[src/rtl/msdap_ctrl_if.sv]
// msdap_ctrl_if: host/datapath-facing bus of the MSDAP sequencing controller.
//   inData/validData/readyForData : word handshake from the host
//   memWrData, rjWrEn/rjAddr, coeffWrEn/coeffAddr, dataWrEn/dataAddr : memory write port
//   computeStart/computeAbort/computeDone : filter datapath control
//   status : 4-bit controller state code
// Modports: master = host/datapath side, slave = controller side.
interface msdap_ctrl_if #(
  parameter int DATA_W   = 16,
  parameter int RJ_AW    = 4,
  parameter int COEFF_AW = 9,
  parameter int DATA_AW  = 8
);
  logic [DATA_W-1:0]   inData;
  logic                validData;
  logic                readyForData;
  logic [DATA_W-1:0]   memWrData;
  logic                rjWrEn;
  logic [RJ_AW-1:0]    rjAddr;
  logic                coeffWrEn;
  logic [COEFF_AW-1:0] coeffAddr;
  logic                dataWrEn;
  logic [DATA_AW-1:0]  dataAddr;
  logic                computeStart;
  logic                computeAbort;
  logic                computeDone;
  logic [3:0]          status;

  modport master (
    output inData, validData, computeDone,
    input  readyForData, memWrData, rjWrEn, rjAddr, coeffWrEn, coeffAddr,
           dataWrEn, dataAddr, computeStart, computeAbort, status
  );

  modport slave (
    input  inData, validData, computeDone,
    output readyForData, memWrData, rjWrEn, rjAddr, coeffWrEn, coeffAddr,
           dataWrEn, dataAddr, computeStart, computeAbort, status
  );
endinterface

[src/rtl/msdap_ctrl.sv]
// msdap_ctrl: top-level sequencing FSM of the MSDAP.
//   Loads RJ_COUNT rj words, then COEFF_COUNT coefficient words, then streams samples into a
//   circular data memory, launching one filter computation per written sample. Sleeps after
//   ZERO_LIMIT consecutive zero samples; softReset clears sample history but keeps rj/coeff.
// Ports:
//   clk       : system clock (rising edge)
//   reset     : asynchronous active-low reset
//   softReset : synchronous active-high sample-history clear
//   bus       : handshake, memory write and compute control signals (slave side)
// All bus outputs are registered.
module msdap_ctrl #(
  parameter int DATA_W      = 16,
  parameter int RJ_COUNT    = 16,
  parameter int COEFF_COUNT = 512,
  parameter int DATA_DEPTH  = 256,
  parameter int ZERO_LIMIT  = 800
) (
  input  logic          clk,
  input  logic          reset,
  input  logic          softReset,
  msdap_ctrl_if.slave   bus
);

  localparam int RJ_AW    = $clog2(RJ_COUNT);
  localparam int COEFF_AW = $clog2(COEFF_COUNT);
  localparam int DATA_AW  = $clog2(DATA_DEPTH);
  localparam int ZC_W     = $clog2(ZERO_LIMIT + 1);

  localparam logic [RJ_AW-1:0]    RJ_LAST    = RJ_AW'(RJ_COUNT - 1);
  localparam logic [COEFF_AW-1:0] COEFF_LAST = COEFF_AW'(COEFF_COUNT - 1);
  localparam logic [DATA_AW-1:0]  DATA_LAST  = DATA_AW'(DATA_DEPTH - 1);
  localparam logic [ZC_W-1:0]     ZERO_MAX   = ZC_W'(ZERO_LIMIT);

  typedef enum logic [3:0] {
    INIT       = 4'd0,
    WAIT_RJ    = 4'd1,
    READ_RJ    = 4'd2,
    WAIT_COEFF = 4'd3,
    READ_COEFF = 4'd4,
    WAIT_DATA  = 4'd5,
    WORKING    = 4'd6,
    CLEARING   = 4'd7,
    SLEEPING   = 4'd8
  } state_t;

  state_t              state, stateD;
  logic [RJ_AW-1:0]    rjAddrQ, rjAddrD;
  logic [COEFF_AW-1:0] coeffAddrQ, coeffAddrD;
  logic [DATA_AW-1:0]  dataAddrQ, dataAddrD;
  logic [DATA_W-1:0]   memWrDataQ, memWrDataD;
  logic                rjWrEnQ, rjWrEnD;
  logic                coeffWrEnQ, coeffWrEnD;
  logic                dataWrEnQ, dataWrEnD;
  logic                startQ, startD;
  logic                abortQ, abortD;
  logic                readyQ, readyD;
  logic [ZC_W-1:0]     zeroCnt, zeroD;
  logic                clrBusy, clrBusyD;      // a clear sweep has written at least address 0
  logic                firstSample, firstD;    // next sample goes to address 0

  logic accept;
  logic sampleZero;
  logic takeSample;

  assign accept     = bus.validData && readyQ;
  assign sampleZero = (bus.inData == '0);

  always_ff @(posedge clk or negedge reset) begin
    if (!reset) begin
      state       <= INIT;
      rjAddrQ     <= '0;
      coeffAddrQ  <= '0;
      dataAddrQ   <= '0;
      memWrDataQ  <= '0;
      rjWrEnQ     <= 1'b0;
      coeffWrEnQ  <= 1'b0;
      dataWrEnQ   <= 1'b0;
      startQ      <= 1'b0;
      abortQ      <= 1'b0;
      readyQ      <= 1'b0;
      zeroCnt     <= '0;
      clrBusy     <= 1'b0;
      firstSample <= 1'b0;
    end else begin
      state       <= stateD;
      rjAddrQ     <= rjAddrD;
      coeffAddrQ  <= coeffAddrD;
      dataAddrQ   <= dataAddrD;
      memWrDataQ  <= memWrDataD;
      rjWrEnQ     <= rjWrEnD;
      coeffWrEnQ  <= coeffWrEnD;
      dataWrEnQ   <= dataWrEnD;
      startQ      <= startD;
      abortQ      <= abortD;
      readyQ      <= readyD;
      zeroCnt     <= zeroD;
      clrBusy     <= clrBusyD;
      firstSample <= firstD;
    end
  end

  always_comb begin
    stateD     = state;
    rjAddrD    = rjAddrQ;
    coeffAddrD = coeffAddrQ;
    dataAddrD  = dataAddrQ;
    memWrDataD = memWrDataQ;
    rjWrEnD    = 1'b0;
    coeffWrEnD = 1'b0;
    dataWrEnD  = 1'b0;
    startD     = 1'b0;
    abortD     = 1'b0;
    zeroD      = zeroCnt;
    clrBusyD   = clrBusy;
    firstD     = firstSample;
    takeSample = 1'b0;

    case (state)
      INIT, CLEARING: begin
        memWrDataD = '0;
        dataWrEnD  = 1'b1;
        if (!clrBusy) begin
          dataAddrD = '0;
          clrBusyD  = 1'b1;
        end else if (dataAddrQ == DATA_LAST) begin
          // Sweep complete: the last-address write was already presented this cycle.
          dataWrEnD = 1'b0;
          dataAddrD = '0;
          clrBusyD  = 1'b0;
          firstD    = 1'b1;
          stateD    = (state == INIT) ? WAIT_RJ : WAIT_DATA;
        end else begin
          dataAddrD = dataAddrQ + 1'b1;
        end
      end

      WAIT_RJ: if (accept) begin
        rjWrEnD    = 1'b1;
        rjAddrD    = '0;
        memWrDataD = bus.inData;
        stateD     = READ_RJ;
      end

      READ_RJ: if (accept) begin
        rjWrEnD    = 1'b1;
        rjAddrD    = rjAddrQ + 1'b1;
        memWrDataD = bus.inData;
        if (rjAddrD == RJ_LAST) stateD = WAIT_COEFF;
      end

      WAIT_COEFF: if (accept) begin
        coeffWrEnD = 1'b1;
        coeffAddrD = '0;
        memWrDataD = bus.inData;
        stateD     = READ_COEFF;
      end

      READ_COEFF: if (accept) begin
        coeffWrEnD = 1'b1;
        coeffAddrD = coeffAddrQ + 1'b1;
        memWrDataD = bus.inData;
        if (coeffAddrD == COEFF_LAST) stateD = WAIT_DATA;
      end

      WAIT_DATA: begin
        if (softReset) begin
          stateD = CLEARING;
          zeroD  = '0;
        end else if (accept) begin
          takeSample = 1'b1;
        end
      end

      WORKING: begin
        if (softReset) begin
          stateD = CLEARING;
          abortD = 1'b1;
          zeroD  = '0;
        end else if (bus.computeDone) begin
          stateD = (zeroCnt == ZERO_MAX) ? SLEEPING : WAIT_DATA;
        end
      end

      SLEEPING: begin
        if (softReset) begin
          stateD = CLEARING;
          zeroD  = '0;
        end else if (accept && !sampleZero) begin
          takeSample = 1'b1;
        end
      end

      default: stateD = INIT;
    endcase

    // Shared sample-write path for WAIT_DATA and a waking nonzero sample in SLEEPING.
    if (takeSample) begin
      dataWrEnD  = 1'b1;
      memWrDataD = bus.inData;
      dataAddrD  = firstSample ? '0 : dataAddrQ + 1'b1;
      firstD     = 1'b0;
      startD     = 1'b1;
      stateD     = WORKING;
      if (!sampleZero)              zeroD = '0;
      else if (zeroCnt != ZERO_MAX) zeroD = zeroCnt + 1'b1;
    end

    readyD = (stateD inside {WAIT_RJ, READ_RJ, WAIT_COEFF, READ_COEFF, WAIT_DATA, SLEEPING});
  end

  assign bus.readyForData = readyQ;
  assign bus.memWrData    = memWrDataQ;
  assign bus.rjWrEn       = rjWrEnQ;
  assign bus.rjAddr       = rjAddrQ;
  assign bus.coeffWrEn    = coeffWrEnQ;
  assign bus.coeffAddr    = coeffAddrQ;
  assign bus.dataWrEn     = dataWrEnQ;
  assign bus.dataAddr     = dataAddrQ;
  assign bus.computeStart = startQ;
  assign bus.computeAbort = abortQ;
  assign bus.status       = state;

endmodule

[src/flat_wrapper.sv]
// flat-port wrapper written by rule: the top's interface ports become plain ports
module msdap_ctrl_flat 
#(
  parameter int DATA_W      = 16,
  parameter int RJ_COUNT    = 16,
  parameter int COEFF_COUNT = 512,
  parameter int DATA_DEPTH  = 256,
  parameter int ZERO_LIMIT  = 800
)
  (clk, reset, softReset, bus_inData, bus_validData, bus_computeDone, bus_readyForData, bus_memWrData, bus_rjWrEn, bus_rjAddr, bus_coeffWrEn, bus_coeffAddr, bus_dataWrEn, bus_dataAddr, bus_computeStart, bus_computeAbort, bus_status);
  msdap_ctrl_if #(.DATA_W(DATA_W), .RJ_AW(4), .COEFF_AW(9), .DATA_AW(8)) bus_i ();
  input  logic clk;
  input  logic reset;
  input  logic softReset;
  input wire logic [$bits(bus_i.inData)-1:0] bus_inData;
  input wire logic [$bits(bus_i.validData)-1:0] bus_validData;
  input wire logic [$bits(bus_i.computeDone)-1:0] bus_computeDone;
  output wire logic [$bits(bus_i.readyForData)-1:0] bus_readyForData;
  output wire logic [$bits(bus_i.memWrData)-1:0] bus_memWrData;
  output wire logic [$bits(bus_i.rjWrEn)-1:0] bus_rjWrEn;
  output wire logic [$bits(bus_i.rjAddr)-1:0] bus_rjAddr;
  output wire logic [$bits(bus_i.coeffWrEn)-1:0] bus_coeffWrEn;
  output wire logic [$bits(bus_i.coeffAddr)-1:0] bus_coeffAddr;
  output wire logic [$bits(bus_i.dataWrEn)-1:0] bus_dataWrEn;
  output wire logic [$bits(bus_i.dataAddr)-1:0] bus_dataAddr;
  output wire logic [$bits(bus_i.computeStart)-1:0] bus_computeStart;
  output wire logic [$bits(bus_i.computeAbort)-1:0] bus_computeAbort;
  output wire logic [$bits(bus_i.status)-1:0] bus_status;
  assign bus_i.inData = bus_inData;
  assign bus_i.validData = bus_validData;
  assign bus_i.computeDone = bus_computeDone;
  assign bus_readyForData = bus_i.readyForData;
  assign bus_memWrData = bus_i.memWrData;
  assign bus_rjWrEn = bus_i.rjWrEn;
  assign bus_rjAddr = bus_i.rjAddr;
  assign bus_coeffWrEn = bus_i.coeffWrEn;
  assign bus_coeffAddr = bus_i.coeffAddr;
  assign bus_dataWrEn = bus_i.dataWrEn;
  assign bus_dataAddr = bus_i.dataAddr;
  assign bus_computeStart = bus_i.computeStart;
  assign bus_computeAbort = bus_i.computeAbort;
  assign bus_status = bus_i.status;
  msdap_ctrl #(.DATA_W(DATA_W), .RJ_COUNT(RJ_COUNT), .COEFF_COUNT(COEFF_COUNT), .DATA_DEPTH(DATA_DEPTH), .ZERO_LIMIT(ZERO_LIMIT)) u_core (.clk(clk), .reset(reset), .softReset(softReset), .bus(bus_i));
endmodule
[config.mk]
export PLATFORM = sky130hd
export DESIGN_NAME = msdap_ctrl_flat
export DESIGN_NICKNAME = d
export VERILOG_FILES = /design/src/rtl/msdap_ctrl_if.sv /design/src/rtl/msdap_ctrl.sv /design/src/flat_wrapper.sv
export SDC_FILE = /design/constraint.sdc
export NUM_CORES = 1
export LEC_CHECK = 0
export ABC_AREA = 0
export ABC_CLOCK_PERIOD_IN_PS = 2800
export BUFFER_PORTS_ARGS = -buffer_cell sky130_fd_sc_hd__buf_4
export CAP_MARGIN = 20
export CORE_MARGIN = 2
export CORE_UTILIZATION = 50
export CTS_CLUSTER_SIZE = 12
export DETAILED_ROUTE_END_ITERATION = 6
export PLACE_DENSITY = 0.73
export SYNTH_ARGS = -nofsm -noshare
export SYNTH_HDL_FRONTEND = slang
export SYNTH_SLANG_ARGS = --single-unit
[constraint.sdc]
create_clock -name clk -period 2.8 [get_ports clk]
set_input_delay 0 -clock clk [delete_from_list [all_inputs] [get_ports clk]]
set_output_delay 0 -clock clk [all_outputs]
set_load 0.02 [all_outputs]
---- After elaboration in Yosys (flattened, before gate mapping) ----
Cells that the tools add are included.
cells by class
  $add $sub $neg .......................... 4
  muxes and demuxes ....................... 52
  eq/ne operators ......................... 24
  reductions and logical operators ........ 22
operators by type and width
  kind                   count
  $mux 4                 15
  $mux 10                5
  $mux 8                 5
  $mux 16                2
  $pmux 16 s2            1
  $pmux 4 s7             1
  $eq 4x3->1 const B     6
  $mux 9                 2
  $pmux 9 s2             1
  $mux 1                 17
  $eq 4x2->1 const B     4
  $logic_not 16->1       1
  $eq 4x4->1 const B     3
  $add 10x1->10 const B  1
  $eq 10x10->1 const B   1
  $ne 10x10->1 const B   1
  $reduce_bool 2->1      5
  $add 9x1->9 const B    1
  $eq 9x9->1 const B     1
  $reduce_and 3->1       3
  $add 8x1->8 const B    1
  $eq 4x1->1 const B     2
  $eq 8x8->1 const B     1
  $ne 2x1->1 const B     4
  14 further kinds       18
word-level totals
  input port bits ......................... 21
  output and inout port bits .............. 47
  logic and storage cells ................. 116
  register bits after elaboration ......... 59

---- Longest topological paths before layout ----
Gate-level depths: netlist of run 1.
  word-level depth ........................ 9
  gate-level depth with buffers ........... 9
  gate-level depth less buffers ........... 7

---- Least setup slack after synthesis of run 1 ----
Ideal clock, no wire load.
  kind .................................... flip-flop to flip-flop
  start ................................... reg u_core.state[0] (netlist: u_core.bus.status[0])
  end ..................................... reg u_core.memWrDataQ[1] (netlist: u_core.bus.memWrData[1])
  data required time ...................... 2.677 ns
  stages on the path, launching flop included .. 9
  setup time .............................. 0.123 ns
  setup slack ............................. 0.466 ns
  buffers on the path ..................... 2
  arrival ................................. 2.210 ns
  clock period less this slack ............ 2.334 ns
  cell sequence ........................... dfrtp_1 -> buf_2 -> or3b_4 -> a2111oi_4 -> a211oi_2 -> mux2_2 -> buf_2 -> nand2_1 -> o21ai_1
between the ends
  longest elaborated chain between the ends .. 4
  elaborated cells on any way between the ends .. 16
  classes of those cells .................. eq/ne (8); mux (3); reduce/logical (5)
ends and longest elaborated chain
  element                                                line               RTL
  start: declaration                                     msdap_ctrl.sv:46   state_t state, stateD;
  start signal: assignment                               msdap_ctrl.sv:85   state <= stateD;
  $eq 4x4->1, or another cell as far along               msdap_ctrl.sv:118  case (state)
  $pmux 1 s2, or another cell as far along               msdap_ctrl.sv:118
  $ne 3x1->1 (no line), or another cell as far along     -
  $reduce_and 2->1 (no line) or $mux 16 (tied branches)  -
  end signal: assignment                                 msdap_ctrl.sv:89   memWrDataQ <= memWrDataD;
  end: declaration                                       msdap_ctrl.sv:50   logic [DATA_W-1:0] memWrDataQ, memWrDataD;
Several ways; a longest one is shown, not always the timed one.
A chain may end at the register's enable or synchronous reset.

---- Worst setup path in the final report of run 1 ----
  start ................................... reg u_core.state[1] (netlist: u_core.bus.status[1])
  end ..................................... reg u_core.zeroCnt[1]
between the ends
  longest elaborated chain between the ends .. 6
  elaborated cells on any way between the ends .. 9
  classes of those cells .................. eq/ne (3); mux (5); reduce/logical (1)
ends and longest elaborated chain
  element                                   line               RTL
  $eq 4x3->1 or $eq 4x4->1 (tied branches)  msdap_ctrl.sv:118
  $reduce_or 3->1 (no line)                 -
  $mux 10                                   -
  $mux 10                                   msdap_ctrl.sv:205  else if (zeroCnt != ZERO_MAX) zeroD = zeroCnt + 1'b1;
  $mux 10                                   msdap_ctrl.sv:204  if (!sampleZero) zeroD = '0;
  $mux 10 (*)                               msdap_ctrl.sv:197  if (takeSample) begin
  net u_core.zeroD[1]                       msdap_ctrl.sv:57   logic [ZC_W-1:0] zeroCnt, zeroD;
  end signal: assignment                    msdap_ctrl.sv:96   zeroCnt <= zeroD;
  end: declaration                          msdap_ctrl.sv:57
The timed path passes the listed nets; every way through them passes the cells marked *.

==> results by group, run 1 <==
Cells and area
  • Ant diodes: 0
  • Most common cell after layout, fill and taps aside: buf_4
  • Highest-count cells in the layout ignoring fill and taps: buf_4 (76), nand2_1 (64), dfrtp_1 (59), nor2_1 (30), o21ai_0 (23)
  • Fillers: 517
  • Final core utilization: 66.5%
  • Net count, final: 486
  • Final instance area: 4220 um2
  • Share of layout cells above drive strength 1: 22.1%
  • Area growth from synthesis to layout: 28.6%

Clocking
  • CTS max path bufs: 2
  • CTS H-Tree Depth: 3
  • Clock transition at path regs: 0.06 ns
  • Number of buffers created by CTS: 9
  • CTS sink cnt: 59
  • Post_cts resized: 0
  • Skew-Pair Late Insertion Delay: 0.34 ns
  • CTS tree: yes
  • CTS root buffer: clkbuf_8

STA
  • Hold Violations, Final: 0
  • Worst slew pin tran: roughly 0.75 ns
  • Fin worst setup slack: 0.473 ns
  • # setup viols final: 0
  • Slew headroom: 50.2%
  • Worst Clk Skew: 0.00718 ns
  • Peak Freq: roughly 0.43 GHz
  • Final cycle utilization of the critical path: about 83%
  • Max Slew Vio Count: 0
  • Min cycle time layout: approximately 2.3 ns
  • Sum of negative setup slack: 0 ns
  • RSZ-0062 raised after global routing: false

Power and ir drop
  • Cell Pwr Density: a little under 1000 nW/um2
  • Clock power share: 18.0%
  • Net Sw Frac: 43.5%
  • VDD IR max: between 0.5 and 0.6 mV
  • P_int: 2310 uW
  • Pleak: 0.00189 uW
  • NetSw: between 1500 and 2000 uW
  • Part of the power in combinational logic: between 40% and 50%
  • Sequential power share: 32.5%

Detailed routing
  • Drt wl/cell: 14.8 um
  • Vias per std cell: 5.61
  • Initial detailed-routing violation count: 195
  • WL final: roughly 8000 um
  • Routed Antenna Nets: 0
  • Vias: 3024
  • # DRC: 0
  • Drt first pass iters: 4

Place
  • Setup WS pre-CTS: ~0.53 ns
  • # port buffers: 67
  • Dpl hpwl: 5360 um
  • Final GP Congestion: 0.831
  • Placed instance area: 3860 um2

Logic synthesis
  • Share of flip-flops with an asynchronous set or reset: 100%
  • Post-synthesis cell count: 374
  • Top_reg_cell synth: dfrtp_1
  • Avg Cell Area, Syn: 8.79 um2
  • Post-Syn Area: 3290 um2
  • EDFF count, synth: 0
  • Syn Nets: around 400
  • Synth Register Bits: just under 60
  • Yosys warning total: 0
  • Unique masters post-synth: 52
  • Seq/Total Area, Yosys: 44.9%

Floorplan
  • Die X: approximately 85 um
  • Placeable Area: 6350 um2
  • Initial Utilization: ~52%
  • Die height: 85.1 um
  • I/O pins: 68
  • Row count: 29
  • Die Footprint: between 7000 and 8000 um2

Critical path
  • CP Capture Type: flop
  • CP Launch Type: flop
  • CP Class: reg2reg
  • Crit path from: u_core.bus.status[1]$_DFF_PN0_
  • CP arrival: about 2.6 ns
  • Worst reg2reg path endpoint: u_core.zeroCnt[1]$_DFF_PN0_
  • Worst R2R Path Depth: 7
  • CP Max Fanout: 14
  • Worst R2R Setup Slack: 0.47 ns
  • Reg2reg start: u_core.bus.status[1]$_DFF_PN0_
  • Worst path required time: 3.06 ns

GRT
  • Gr usage total: ~23%
  • Largest net degree at the start of global routing: 60
  • Grt ovf: 0
  • First-pass GRT wire length: roughly 13000 um
  • Initial antenna violation count: 0
  • Vias in the first global route: 2829

Hold path
  • Hold Path Class: in2reg
  • Worst hold start: bus_computeDone
  • Hold Path Cell Cnt: 4
  • Worst Hold Endpoint: u_core.bus.status[2]$_DFF_PN0_

Flow run
  • Max Cap Violations: 0

Outcome
  • Outcome: finished clean
worst max path at each step:
| stage | cells past startpoint | slack [ns] | endpoint |
|---|---|---|---|
| 6_report | 7 | 0.47 | u_core.zeroCnt[1]$_DFF_PN0_ |
| 5_1_grt | 6 | 0.34 | u_core.bus.memWrData[14]$_DFFE_PN0P_ |
| 4_1_cts | 7 | 0.51 | u_core.zeroCnt[1]$_DFF_PN0_ |
| 3_5_place_dp | 6 | 0.53 | u_core.bus.readyForData$_DFF_PN0_ |
| 3_3_place_gp | 6 | 0.54 | u_core.bus.readyForData$_DFF_PN0_ |
| 2_1_floorplan | 8 | 0.47 | u_core.bus.memWrData[1]$_DFFE_PN0P_ |
synth_stat cells (all sizes together), types with 2 or more instances:
cell     n  area share (%)
nor4bb   4             1.2
buf      8             1.3
nor2    30             3.4
o21ai   44             6.8
nand4    7             1.3
xor2     6             1.6
and2     3            0.57
nor3b    3            0.69
xnor2    9             2.4
dfrtp   59              45
o31a     3            0.80
a211oi   4             1.1
nor3     8             1.2
or3      6             1.1
mux2     4             1.4
nand3b   4            0.91
clkbuf  13             1.5
nand3   11             1.7
a21o     2            0.46
ha       7             2.7
a21oi   19             3.1
a22o     2            0.53
o31ai    2            0.46
nor2b    2            0.38
a41oi    3            0.80
a221oi   2            0.72
nor4     5            0.95
o41ai    2            0.53
and4     2            0.53
inv     14             1.6
nor4b    4             1.3
nand2   64             7.3
a31oi    8             1.5
through the flow:
| step | total power, uW | cells | hold WS [ns] |
|---|---|---|---|
| 2_1_floorplan | 2670 | 374 | -0.296 |
| 3_3_place_gp | 3290 | 506 | 0.108 |
| 3_5_place_dp | 3340 | 506 | 0.119 |
| 4_1_cts | 4100 | 539 | 0.114 |
| 5_1_grt | 4410 | 539 | 0.154 |
| 6_report | 4080 | 539 | 0.125 |
what timing repair did:
item	in CTS	in global routing
hold endpoints to repair	76	0
hold buffers	18	0
buffers inserted	0	0
critical path, stage by stage, from the launching register on:
cell and delay, ns:
dfrtp_1 0.64, inv_1 0.26, and4_1 0.33, a21oi_2 0.17
inv_2 0.14, and2_1 0.24, or3_1 0.32, a21oi_1 0.15
sequential cells by signal (all words and copies together), names as in the netlist:
register	cells
u_core.bus.coeffAddr	9
u_core.bus.coeffWrEn	1
u_core.bus.computeAbort	1
u_core.bus.computeStart	1
u_core.bus.dataAddr	8
u_core.bus.dataWrEn	1
u_core.bus.memWrData	16
u_core.bus.readyForData	1
u_core.bus.rjAddr	4
u_core.bus.rjWrEn	1
u_core.bus.status	4
u_core.clrBusy	1
u_core.firstSample	1
u_core.zeroCnt	10
power groups by stage:
stage | registers [uW] | logic (uW) | clock network, uW
floorplan | 1540 | 1130 | 0
global placement | 1340 | 1960 | 0
detailed placement | 1340 | 2000 | 0
CTS | 1330 | 2030 | 745
global route | 1370 | 2250 | 789
finish | 1330 | 2020 | 734
logic make-up after synthesis:
| kind of cell | count (synthesis) | synth area share [%] |
|---|---|---|
| adders and majority gates | 7 | 2.67 |
| xor gates and xnor gates | 15 | 4.00 |
| muxes | 5 | 1.68 |
| buffers and inverters | 35 | 4.38 |
| and+or+nand+nor | 157 | 23.7 |
| DFF | 59 | 44.9 |
| AOI/OAI and AO/OA | 96 | 18.7 |
cell type report:
class                           count  area [um2]  share of cell area [%]
Inverter                           14        52.6                    1.24
Tap cell                           77        96.3                    2.28
Clock buffer                       10         128                    3.02
Timing Repair Buffer               94         751                    17.8
Sequential cell                    59        1480                    35.0
Clock inverter                      5        55.1                    1.30
Multi-Input combinational cell    280        1670                    39.4
routing by layer:
layer / global-route usage, % / up-vias / share of wire [%]
met2: 38.0 / 79 / 49
met3: 7.00 / 12 / 5.0
met4: 4.91 / 0 / 1.4
li1: - / 1501 / -
met1: 29.4 / 1432 / 44
met5: 0 / - / 0
Power figures use the tool's default switching activity.
==> run 2, diff against run 1 <==
--- a/config.mk
+++ b/config.mk
@@ -6,14 +6,14 @@
 export NUM_CORES = 1
 export LEC_CHECK = 0
 export ABC_AREA = 0
-export ABC_CLOCK_PERIOD_IN_PS = 2800
+export ABC_CLOCK_PERIOD_IN_PS = 2100
 export BUFFER_PORTS_ARGS = -buffer_cell sky130_fd_sc_hd__buf_4
 export CAP_MARGIN = 20
 export CORE_MARGIN = 2
 export CORE_UTILIZATION = 50
 export CTS_CLUSTER_SIZE = 12
 export DETAILED_ROUTE_END_ITERATION = 6
-export PLACE_DENSITY = 0.73
+export PLACE_DENSITY = 0.76
 export SYNTH_ARGS = -nofsm -noshare
 export SYNTH_HDL_FRONTEND = slang
 export SYNTH_SLANG_ARGS = --single-unit
==> constraint.sdc (replaced) <==
create_clock -name clk -period 2.1 [get_ports clk]
set_input_delay 0 -clock clk [delete_from_list [all_inputs] [get_ports clk]]
set_output_delay 0 -clock clk [all_outputs]
set_load 0.02 [all_outputs]
==> results by group, run 2 (synthesized netlist as in run 1, its figures left out) <==
Critical path
  • Worst R2R Path Depth: 8
  • Worst reg2reg path endpoint: u_core.zeroCnt[1]$_DFF_PN0_
  • Crit path from: u_core.bus.status[2]$_DFF_PN0_
  • Worst R2R Setup Slack: -0.07 ns
  • CP Max Fanout: 6
  • CP Launch Type: flop
  • Reg2reg start: u_core.bus.status[2]$_DFF_PN0_
  • Worst path required time: 2.35 ns
  • CP Class: reg2reg
  • Critical Path Sink: u_core.zeroCnt[1]$_DFF_PN0_
  • CP Capture Type: flop
  • CP arrival: 2.42 ns
  • Slowest CP cell: a2111oi_4
  • CP peak stage delay: 0.43 ns
  • Critical path, cell by cell: or3b_4 > a2111oi_4 > a21oi_2 > inv_2 > and2_4 > buf_6 > nand2_1 > a21oi_1

Cells and area
  • Net count, final: 515
  • Ant diodes: 0
  • Final core utilization: 74.4%
  • Share of layout cells above drive strength 1: 32.5%
  • Highest-count cells in the layout ignoring fill and taps: buf_4 (96), nand2_1 (63), dfrtp_1 (56), nor2_1 (28), o21ai_1 (23)
  • Area growth from synthesis to layout: 43.7%
  • Most common cell after layout, fill and taps aside: buf_4
  • Fillers: 467
  • Max FFs per register: 16

Floorplan
  • Initial Utilization: 51.7%
  • I/O pins: ~70
  • Die height: 85.1 um
  • Placeable Area: 6350 um2
  • Die X: between 80 and 90 um
  • Die Footprint: 7240 um2
  • Row count: 29

Power and ir drop
  • Pwr Total: 6370 uW
  • NetSw: 2680 uW
  • VDD IR max: between 1 and 1.5 mV
  • Cell Pwr Density: 1350 nW/um2
  • Pleak: approximately 0.0021 uW
  • Net Sw Frac: 42.1%
  • Part of the power in combinational logic: 52.4%
  • P_int: ~3700 uW
  • Sequential power share: around 28%
  • Clock power share: 20.0%

Place
  • # port buffers: 67
  • Dpl hpwl: 5780 um
  • Final GP Congestion: a little under 0.9

Clocking
  • Number of buffers created by CTS: 9
  • CTS root buffer: clkbuf_8
  • Clock transition at path regs: 0.07 ns
  • CTS max path bufs: 2
  • Skew-Pair Late Insertion Delay: around 0.34 ns
  • CTS H-Tree Depth: 3
  • CTS tree: yes
  • CTS sink cnt: between 50 and 60

Detailed routing
  • Initial detailed-routing violation count: roughly 220
  • Vias per std cell: 5.78
  • Vias: 3291
  • Drt first pass iters: 6
  • Routed Antenna Nets: 0
  • # DRC: 0
  • WL final: 9350 um
  • Drt wl/cell: about 16 um

GRT
  • Largest net degree at the start of global routing: 60
  • Vias in the first global route: 3117
  • First-pass GRT wire length: 14600 um
  • Gr usage total: around a quarter
  • Initial antenna violation count: 0
  • Grt ovf: 0

Outcome
  • Failing checks: negative setup slack
  • Outcome: finished with violations

STA
  • Slew headroom: between 40% and 50%
  • Peak Freq: 0.462 GHz
  • RSZ-0062 raised after global routing: true
  • Worst Clk Skew: between 0.009 and 0.01 ns
  • Final cycle utilization of the critical path: 103%
  • Min cycle time layout: 2.17 ns
  • # setup viols final: 2
  • Fin worst setup slack: -0.0665 ns
  • Sum of negative setup slack: -0.0678 ns
  • Max Slew Vio Count: 0
  • Worst slew pin tran: 0.759 ns
  • Hold_ws: approximately 0.15 ns
  • Hold Violations, Final: 0

Hold path
  • Hold Path Class: in2reg

Flow run
  • Max Cap Violations: 0
## run 2: critical path: cells and delay by family (launching register included)
family	cells	cell delay, ns
AOI/OAI and AO/OA	3	0.73
buffers and inverters	2	0.26
DFF	1	0.41
and+or+nand+nor	3	0.68
## run 2: timing repair
action	in CTS	in global routing
endpoints found under the setup margin	19	34
resized for setup	8	36
setup buffers	3	0
hold buffers	18	0
endpoints found under the hold margin	76	0
pin swaps	8	12
gates cloned	1	1
## run 2: power by group through the flow
| stage | clock, uW | combinational, uW | sequential [uW] |
|---|---|---|---|
| global placement | 0 | 2830 | 1760 |
| finish | 1270 | 3340 | 1760 |
| floorplan | 0 | 1620 | 2050 |
| detailed placement | 0 | 2890 | 1770 |
| CTS | 1280 | 3070 | 1750 |
| global route | 1330 | 3590 | 1820 |
## run 2: how the worst min path moves through the flow
| stage | cells past startpoint | endpoint | start |
|---|---|---|---|
| detailed placement | 1 | u_core.bus.computeStart$_DFF_PN0_ | reset |
| CTS | 4 | u_core.bus.status[2]$_DFF_PN0_ | bus_computeDone |
| floorplan | 0 | u_core.bus.coeffAddr[0]$_DFFE_PN0P_ | reset |
| global placement | 1 | u_core.bus.computeStart$_DFF_PN0_ | reset |
| finish | 4 | u_core.bus.status[2]$_DFF_PN0_ | bus_computeDone |
| global route | 4 | u_core.bus.status[2]$_DFF_PN0_ | bus_computeDone |
## run 2: layer usage
layer | global-route usage (%) | routed length (um) | vias up
met1 | 33.1 | 4010 | 1590
met3 | 3.50 | 514 | 13
met4 | 10.8 | 158 | 0
met2 | 40.8 | 4670 | 124
met5 | 0 | 0 | -
li1 | - | - | 1564
## run 2: stage by stage
step	worst slack [ns]	instance area [um2]	std cells
2_1_floorplan	-0.106	3330	374
3_3_place_gp	0.0318	4060	530
3_5_place_dp	-0.0177	4060	530
4_1_cts	-0.0172	4550	568
5_1_grt	-0.145	4720	569
6_report	-0.0665	4720	569
## run 2: final cells by class
cell class / count / area, um2 / share of cell area, %
Sequential cell: 59 / 1480 / 31.3
Clock buffer: 11 / 141 / 2.99
Clock inverter: 5 / 100 / 2.12
Inverter: 14 / 52.6 / 1.11
Tap cell: 77 / 96.3 / 2.04
Timing Repair Buffer: 121 / 980 / 20.7
Multi-Input combinational cell: 282 / 1870 / 39.6
==> run 3, diff against run 2 <==
--- a/config.mk
+++ b/config.mk
@@ -14,6 +14,7 @@
 export CTS_CLUSTER_SIZE = 12
 export DETAILED_ROUTE_END_ITERATION = 6
 export PLACE_DENSITY = 0.76
+export SETUP_SLACK_MARGIN = 0.02
 export SYNTH_ARGS = -nofsm -noshare
 export SYNTH_HDL_FRONTEND = slang
 export SYNTH_SLANG_ARGS = --single-unit
==> results by group, run 3 (synthesized netlist as in run 1, its figures left out) <==
Detailed routing
  • Drt wl/cell: 17.8 um
  • Vias per std cell: 5.93
  • Initial detailed-routing violation count: 245
  • Vias: 3428
  • WL final: between 10000 and 15000 um
  • Routed Antenna Nets: 0
  • Drt first pass iters: 5
  • # DRC: 0

Cells and area
  • Fillers: 402
  • Highest-count cells in the layout ignoring fill and taps: buf_4 (101), nand2_1 (60), dfrtp_1 (57), nor2_1 (28)
  • Share of layout cells above drive strength 1: between 30% and 40%
  • Net count, final: 524
  • Max FFs per register: 16
  • Ant diodes: 0
  • Final core utilization: 76.8%
  • Final instance area: 4870 um2
  • Area growth from synthesis to layout: 48.4%
  • Most common cell after layout, fill and taps aside: buf_4

Clocking
  • CTS tree: yes
  • Clock transition at path regs: 0.07 ns
  • CTS H-Tree Depth: 3
  • CTS sink cnt: 59
  • CTS max path bufs: 2
  • Skew-Pair Late Insertion Delay: 0.33 ns
  • Number of buffers created by CTS: 9
  • CTS root buffer: clkbuf_8

STA
  • Min cycle time layout: 2.13 ns
  • # setup viols final: 1
  • Slew headroom: 50.0%
  • Final cycle utilization of the critical path: 101%
  • Worst slew pin tran: 0.751 ns
  • Peak Freq: 0.470 GHz
  • Fin worst setup slack: -0.0266 ns
  • Worst Clk Skew: about 0.0067 ns
  • Hold Violations, Final: 0
  • RSZ-0062 raised after global routing: true
  • Max Slew Vio Count: 0

Flow run
  • Max Cap Violations: 0

Floorplan
  • Row count: 29
  • Die height: 85.1 um
  • Placeable Area: ~6300 um2
  • Die Footprint: 7240 um2
  • I/O pins: 68
  • Initial Utilization: 51.7%
  • Die X: between 80 and 90 um

Critical path
  • CP arrival: 2.38 ns
  • CP Capture Type: flop
  • Worst R2R Setup Slack: -0.03 ns
  • CP Class: reg2reg
  • Worst path required time: about 2.4 ns
  • CP Launch Type: flop
  • CP Max Fanout: 6

Outcome
  • Outcome: finished with violations
  • Failing checks: negative setup slack

Place
  • Placed instance area: roughly 4100 um2
  • Dpl hpwl: between 5000 and 6000 um
  • # port buffers: 67
  • Final GP Congestion: about 0.85
  • Setup WS pre-CTS: -0.0357 ns

GRT
  • Gr usage total: 26.2%
  • Largest net degree at the start of global routing: 60
  • First-pass GRT wire length: between 15000 and 20000 um
  • Grt ovf: 0
  • Vias in the first global route: 3217
  • Initial antenna violation count: 0

Power and ir drop
  • VDD IR max: 0.899 mV
  • Cell Pwr Density: 1360 nW/um2
  • Pleak: 0.00221 uW

Hold path
  • Hold Path Class: in2reg
## run 3: critical path, stage by stage, from the launching register on
cell and delay, ns:
dfrtp_2 0.42, buf_4 0.14, nand3b_1 0.20, a2111oi_4 0.44
a211oi_4 0.16, buf_6 0.18, or3_1 0.37, a21oi_1 0.14
## run 3: through the flow
stage / hold WS (ns) / instances / total power, uW / setup TNS, ns
CTS: 0.115 / 570 / 6020 / -0.0794
global placement: 0.113 / 528 / 4630 / 0
finish: 0.187 / 578 / 6610 / -0.0266
global route: 0.204 / 578 / 6990 / -0.933
detailed placement: 0.117 / 528 / 4710 / -0.329
floorplan: -0.296 / 374 / 3670 / -2.61
## run 3: area by class of cell
cell class	count	area [um2]	share of cell area [%]
multi-input cells	283	1960	40.1
flip-flops and latches	59	1480	30.3
repair buffers	129	1100	22.5
clock buffers	15	186	3.82
well taps	77	96.3	1.98
inverters	14	55.1	1.13
clock inverters	1	5.00	0.103
## run 3: layer usage
metal | track usage [%] | routed length, um | vias to the layer above
li1 | - | - | 1587
met1 | 34.2 | 4210 | 1672
met2 | 43.9 | 5260 | 149
met3 | 3.50 | 632 | 20
met4 | 11.0 | 165 | 0
met5 | 0 | 0 | -
## run 3: repair_timing
item,in CTS,in global routing
gates resized for setup,30,32
pin swaps,19,13
endpoints found under the setup margin,25,36
hold buffers,18,0
hold endpoints to repair,76,0
buffers inserted,6,5
gates cloned,2,3
## run 3: where the power goes
part | switching, uW | total [uW] | internal (uW)
sequential | 280 | 1740 | 1460
combinational | 2190 | 3860 | 1680
clock | 444 | 1000 | 557
## run 3: worst paths after layout
| kind | endpoint | cells past startpoint | from |
|---|---|---|---|
| hold / removal | u_core.zeroCnt[7]$_DFF_PN0_ | 5 | bus_inData[8] |
| setup reg to reg | u_core.bus.dataAddr[3]$_DFFE_PN0P_ | 7 | u_core.bus.status[3]$_DFF_PN0_ |
| setup / recovery | u_core.bus.dataAddr[3]$_DFFE_PN0P_ | 7 | u_core.bus.status[3]$_DFF_PN0_ |
| hold reg to reg | u_core.bus.memWrData[2]$_DFFE_PN0P_ | 2 | u_core.bus.memWrData[2]$_DFFE_PN0P_ |
| max in group asynchronous | u_core.bus.status[3]$_DFF_PN0_ | 2 | reset |
| min in group asynchronous | u_core.zeroCnt[9]$_DFF_PN0_ | 2 | reset |
